**src/rtl/pipe_pkg.sv**
```systemverilog
// Shared pipeline-control types: hazard FSM state encoding and forwarding-mux select codes.
// The datapath forwarding mux decodes the same FWD_* constants.
package pipe_pkg;

    typedef enum logic [1:0] {
        RUN      = 2'd0,
        LD_STALL = 2'd1,
        MEM_WAIT = 2'd2
    } ctrl_state_t;

    localparam logic [1:0] FWD_REG = 2'b00;
    localparam logic [1:0] FWD_MEM = 2'b01;
    localparam logic [1:0] FWD_WB  = 2'b10;

    // The younger producer (the REG3 ALU result) wins over the older one (REG4).
    function automatic logic [1:0] fwd_pick(input logic ex_hit, input logic mem_hit);
        if (ex_hit)
            return FWD_MEM;
        else if (mem_hit)
            return FWD_WB;
        else
            return FWD_REG;
    endfunction

endpackage

```
**src/rtl/hazard_cmp.sv**
```systemverilog
// Register-address match against a destination, qualified by the producer's write-valid flag.
module hazard_cmp (
    input  logic [4:0] src,
    input  logic [4:0] dst,
    input  logic       valid,
    output logic       hit
);

    assign hit = valid & (src == dst);

endmodule

```
**src/rtl/pipeline_ctrl.sv**
```systemverilog
// Pipeline hazard controller: load-use stall, branch flush, data-memory wait,
// registered operand-forwarding selects and a saturating stall-cycle counter.
//
//   state    | meaning
//   RUN      | normal flow; any hazard may be acted on
//   LD_STALL | one bubble was inserted for a load-use; EX now holds that bubble
//   MEM_WAIT | data memory is busy; every wall is frozen
module pipeline_ctrl
    import pipe_pkg::*;
#(
    parameter int CNT_W = 16
) (
    input  logic             clock,
    input  logic             reset_n,
    input  logic [4:0]       id_ra_addr,
    input  logic [4:0]       id_rb_addr,
    input  logic             id_use_ra,
    input  logic             id_use_rb,
    input  logic [4:0]       ex_write_reg_addr,
    input  logic             ex_do_reg_write,
    input  logic             ex_do_dm_read,
    input  logic [4:0]       mem_write_reg_addr,
    input  logic             mem_do_reg_write,
    input  logic             ex_branch_taken,
    input  logic             dm_req,
    input  logic             dm_ready,
    output logic             hold_front,
    output logic             bubble_reg2,
    output logic             flush_reg1,
    output logic             hold_all,
    output logic [1:0]       fwd_ra_sel,
    output logic [1:0]       fwd_rb_sel,
    output logic [CNT_W-1:0] stall_count
);

    ctrl_state_t state;
    ctrl_state_t state_next;

    logic ra_ex_hit;
    logic rb_ex_hit;
    logic ra_mem_hit;
    logic rb_mem_hit;
    logic load_use;
    logic mem_wait;

    hazard_cmp u_ra_ex (
        .src   (id_ra_addr),
        .dst   (ex_write_reg_addr),
        .valid (ex_do_reg_write),
        .hit   (ra_ex_hit)
    );

    hazard_cmp u_rb_ex (
        .src   (id_rb_addr),
        .dst   (ex_write_reg_addr),
        .valid (ex_do_reg_write),
        .hit   (rb_ex_hit)
    );

    hazard_cmp u_ra_mem (
        .src   (id_ra_addr),
        .dst   (mem_write_reg_addr),
        .valid (mem_do_reg_write),
        .hit   (ra_mem_hit)
    );

    hazard_cmp u_rb_mem (
        .src   (id_rb_addr),
        .dst   (mem_write_reg_addr),
        .valid (mem_do_reg_write),
        .hit   (rb_mem_hit)
    );

    assign load_use = ex_do_dm_read & ((id_use_ra & ra_ex_hit) | (id_use_rb & rb_ex_hit));
    assign mem_wait = dm_req & ~dm_ready;

    // MEM_WAIT without a pending wait falls through to the RUN rules, so a
    // hazard that was parked behind the memory access is acted on normally.
    always_comb begin
        hold_front  = 1'b0;
        bubble_reg2 = 1'b0;
        flush_reg1  = 1'b0;
        hold_all    = 1'b0;
        state_next  = RUN;
        if (reset_n) begin
            if (mem_wait) begin
                hold_all   = 1'b1;
                state_next = MEM_WAIT;
            end else if (ex_branch_taken) begin
                flush_reg1  = 1'b1;
                bubble_reg2 = 1'b1;
            end else if (load_use && (state != LD_STALL)) begin
                hold_front  = 1'b1;
                bubble_reg2 = 1'b1;
                state_next  = LD_STALL;
            end
        end
    end

    // State and forwarding selects move on the falling edge, with the pipeline walls.
    always_ff @(negedge clock or negedge reset_n) begin
        if (!reset_n) begin
            state       <= RUN;
            fwd_ra_sel  <= FWD_REG;
            fwd_rb_sel  <= FWD_REG;
            stall_count <= '0;
        end else begin
            state <= state_next;
            if (!hold_all) begin
                if (bubble_reg2) begin
                    fwd_ra_sel <= FWD_REG;
                    fwd_rb_sel <= FWD_REG;
                end else begin
                    fwd_ra_sel <= fwd_pick(ra_ex_hit & ~ex_do_dm_read, ra_mem_hit);
                    fwd_rb_sel <= fwd_pick(rb_ex_hit & ~ex_do_dm_read, rb_mem_hit);
                end
            end
            if ((hold_front || hold_all) && (stall_count != '1))
                stall_count <= stall_count + 1'b1;
        end
    end

endmodule

```
**config.mk**
```make
export PLATFORM = sky130hd
export DESIGN_NAME = pipeline_ctrl
export DESIGN_NICKNAME = d
export VERILOG_FILES = /design/src/rtl/pipe_pkg.sv /design/src/rtl/hazard_cmp.sv /design/src/rtl/pipeline_ctrl.sv
export SDC_FILE = /design/constraint.sdc
export NUM_CORES = 1
export LEC_CHECK = 0
export ABC_AREA = 1
export BUFFER_PORTS_ARGS = -buffer_cell sky130_fd_sc_hd__buf_2
export CAP_MARGIN = 20
export CORE_UTILIZATION = 50
export CTS_CLUSTER_SIZE = 14
export DETAILED_ROUTE_END_ITERATION = 7
export PLACE_DENSITY_LB_ADDON = 0.15
export SYNTH_ARGS = -nofsm -noshare
export SYNTH_HDL_FRONTEND = slang
export SYNTH_SLANG_ARGS = --single-unit
export TNS_END_PERCENT = 100
```
**constraint.sdc**
```tcl
create_clock -name clock -period 2.4 [get_ports clock]
set_input_delay 0.36 -clock clock [delete_from_list [all_inputs] [get_ports clock]]
set_output_delay 0.36 -clock clock [all_outputs]
set_load 0.03 [all_outputs]
```
==> results.py <==
metrics = {
    "run_status": {
        "status": "finished with violations",
        "violations": "negative setup slack",
    },
    "clocking": {
        "clock-sinks": 22,
        "clkTransAtPathRegs_ns": 0.08,
        "clock_path_buffers": 2,
        "numCtsBuffers": 3,
        "clock_latency_ns": 0.31,
        "htree_levels": 1,
        "ctsRootBufferMaster": "clkbuf_4",
        "tritoncts": "done",
    },
    "flow_run": {
        "cap_violations": 0,
    },
    "worst_setup_path": {
        "required_ns": 2.04,
        "worst_setup_path_start_kind": "flip-flop",
        "worst-path-buf-inv": 4,
        "cp.depth": 6,
        "endpoint_kind": "output port",
        "worst-path-max-fanout": 2,
        "endpoint": "hold_front",
        "r2r-end": "stall_count[4]$_DFFE_NN0P_",
        "path_class": "flip-flop to output port",
        "critPathSlowestCell": "dfrtn_1",
        "cp.arrival_ns": 2.56,
        "ff2ff_path_depth": 11,
        "path_cells": "inv_2 -> a21boi_2 -> buf_4 -> nand3_2 -> inv_2 -> buf_6",
        "cpPeakStageDelay_ns": 0.42,
        "crit_top_cell": "inv_2",
        "cp-startpoint": "state[1]$_DFF_NN0_",
        "rrSetupSlack_ns": 0.09,
        "cp_top_family": "flip-flops",
        "r2r-start": "stall_count[1]$_DFFE_NN0P_",
    },
    "floorplanning": {
        "rows": 20,
        "core_mm2": 0.003028,
        "start_util": 0.5244,
        "ioPinCount": 54,
        "die_area_mm2": 0.003405,
        "die_w_um": 58.35,
        "dieHeight_um": 58.35,
    },
    "pwr": {
        "power.switching_uw": 416.3,
        "p_int_uw": 723.3,
        "vdd_drop_max_v": 0.0004910,
        "power_switching_share": 0.3653,
        "total_leakage_power_uw": 0.001492,
        "seq_power_share": 0.378,
        "clkPwrFrac": 0.187,
        "powerDensity_mw_per_mm2": 413.3,
        "power_frac_comb": 0.435,
    },
    "logic_synthesis": {
        "synth_top_family_by_area": "simple AND/OR/NAND/NOR gates",
        "synth-compound-area-share": 0.05043,
        "ys_warn_count": 0,
        "avgSynthCellArea_um2": 6.756,
        "netlist_area_mm2": 0.001588,
        "synth_seq_cells": 22,
        "syn_nets": 266,
        "synth_xor_area_frac": 0.09377,
        "synthAdderAreaFrac": 0.007880,
        "ys_types": 24,
        "netlist.area_leader.share": 0.3467,
        "seq_area_frac_synth": 0.3467,
        "synth.area.mux_share": 0,
        "syn_inst": 235,
        "synthTopCellsByArea": "dfrtn_1 (35%), nand2_1 (19%), nand3_1 (9.5%)",
        "synth-simple-area-share": 0.4043,
        "yosysTopAreaCell": "dfrtn_1",
    },
    "sta": {
        "worstMarginPinSlew_ns": 0.4343,
        "setup_viol": 42,
        "rsz0062_at_grt": "yes",
        "drv_slew": 0,
        "tns_ns": -9.847,
        "max_slew_margin": 0.7101,
        "worst_slack_ns": -0.5238,
        "hold_viol": 0,
        "finClkSkew_ns": 0.001745,
    },
    "global_route": {
        "use_met3": 0.07253,
        "use_met1": 0.4449,
        "grt_usage": 0.3396,
        "grt_max_degree": 24,
        "grt_first_pass_wirelength_um": 8687,
        "met2_usage": 0.5353,
        "grt-ovfl-total": 0,
        "busiest_layer": "met2",
        "grt_pass1_vias": 1912,
        "antenna_found_initial": 0,
    },
    "placement": {
        "io_buffers": 53,
        "dpl-instance-area_mm2": 0.002130,
        "place_inst": 360,
        "dp_hpwl_um": 3092,
        "gp_congestion": 0.9559,
    },
    "hold_path": {
        "hold_class": "flip-flop to flip-flop",
    },
    "cells_and_area": {
        "fin_nets": 380,
        "drive_gt1_frac": 0.5057,
        "nFillCells": 131,
        "n_antenna_cell": 0,
        "area_growth_pct": 73.68,
        "multi_input_area_mm2": 0.001074,
        "fin_util": 0.9107,
        "seq_area_um2": 550.5,
        "stdcell_count": 392,
        "finalInstanceArea_mm2": 0.002758,
    },
    "routing": {
        "final_antenna_net_count": 0,
        "routed_via_density": 5.579,
        "drt_iter0_markers": 198,
        "wl_per_cell_um": 15.68,
        "drc": 0,
        "totalWireLength_um": 6148,
        "num_vias": 2187,
        "firstDrtPassIters": 5,
    },
}
placed cells by master, fill, tap and decap left out, types with 4 or more instances in the layout:
cell type  count
buf_6         33
inv_2         14
buf_4         53
nand4_1        4
buf_2         24
nand3_2        7
xnor2_1        6
nand3_1       22
nor2_1        18
nand2_2       20
dfrtn_1       22
inv_1         14
xor2_1        11
nand2_1       61
worst register-to-register path, stage by stage (launching register included):
cell and delay [ns]:
dfrtn_1 0.45, buf_4 0.15, ha_1 0.18, nand3_1 0.22, inv_2 0.13, nand2_2 0.08
nor2_2 0.10, inv_2 0.06, nor3_4 0.26, inv_2 0.26, nand3_1 0.19, nand2_1 0.08
what timing repair did:
action / 4_1_cts / 5_1_grt
setup endpoints to repair: 42 / 42
gates cloned: 1 / 0
setup buffers: 20 / 8
hold buffers: 0 / 0
endpoints found under the hold margin: 0 / 0
resized for setup: 96 / 12
pin swaps: 21 / 11
sequential cells by signal, summed over array words and instances, names as in the netlist:
register and cells:
stall_count 16, fwd_ra_sel 2, fwd_rb_sel 2, state 2
kinds of logic (layout without fill, tap and decap cells):
family / Yosys count / after routing
compound gates: 13 / 13
buf+inv: 34 / 146
fa+ha+maj: 1 / 1
xor+xnor: 17 / 17
flops: 22 / 22
simple gates: 148 / 149
cells in the mapped netlist, drive strengths merged:
cell type and count:
nand2 85, inv 30, nand3 30, nor2 24
dfrtn 22, xor2 11, xnor2 6, o21ai 5
buf 4, nand4 4, nor3 4, a211oi 3
a21oi 2, a21boi 1, a221oi 1, ha 1
nor4 1, o22ai 1
layout make-up:
cell class	instances	share of cell area
inverter	30	0.04265
sequential	22	0.1996
clock buffer	4	0.01316
tap	44	0.01996
timing repair buffer	112	0.3353
multi-input combinational	180	0.3893
worst min-delay path by stage:
stage | endpoint | startpoint | slack (ns) | depth (start not counted)
finish | fwd_ra_sel[1]$_DFFE_NN0N_ | fwd_ra_sel[1]$_DFFE_NN0N_ | 0.46 | 2
global route | fwd_ra_sel[1]$_DFFE_NN0N_ | fwd_ra_sel[1]$_DFFE_NN0N_ | 0.47 | 2
CTS | fwd_ra_sel[0]$_DFFE_NN0N_ | fwd_ra_sel[0]$_DFFE_NN0N_ | 0.45 | 2
detailed placement | fwd_ra_sel[0]$_DFFE_NN0N_ | fwd_ra_sel[0]$_DFFE_NN0N_ | 0.42 | 2
global placement | fwd_ra_sel[0]$_DFFE_NN0N_ | fwd_ra_sel[0]$_DFFE_NN0N_ | 0.42 | 2
floorplan | stall_count[3]$_DFFE_NN0P_ | stall_count[3]$_DFFE_NN0P_ | 0.60 | 3
power groups by stage:
stage               Combinational, uW  Sequential (uW)  Clock [uW]
global placement                  329              433           0
global route                      520              432         227
detailed placement                335              433           0
floorplan                         113              505           0
finish                            496              431         213
CTS                               442              427         210
per-layer routing:
| layer | share of wire | up-vias |
|---|---|---|
| met5 | 0 | - |
| met4 | 0.060 | 0 |
| met3 | 0.10 | 54 |
| met2 | 0.46 | 188 |
| met1 | 0.38 | 974 |
| li1 | - | 971 |
stage by stage:
step,power (uW),setup slack (ns),hold slack [ns]
global route,1179,-0.5850,0.4680
finish,1140,-0.5238,0.4559
global placement,762.1,-0.4944,0.4168
detailed placement,767.7,-0.5501,0.4209
floorplan,618.4,-0.2079,0.6032
CTS,1079,-0.4597,0.4531
Note: power is estimated with default switching activity, not from simulation.
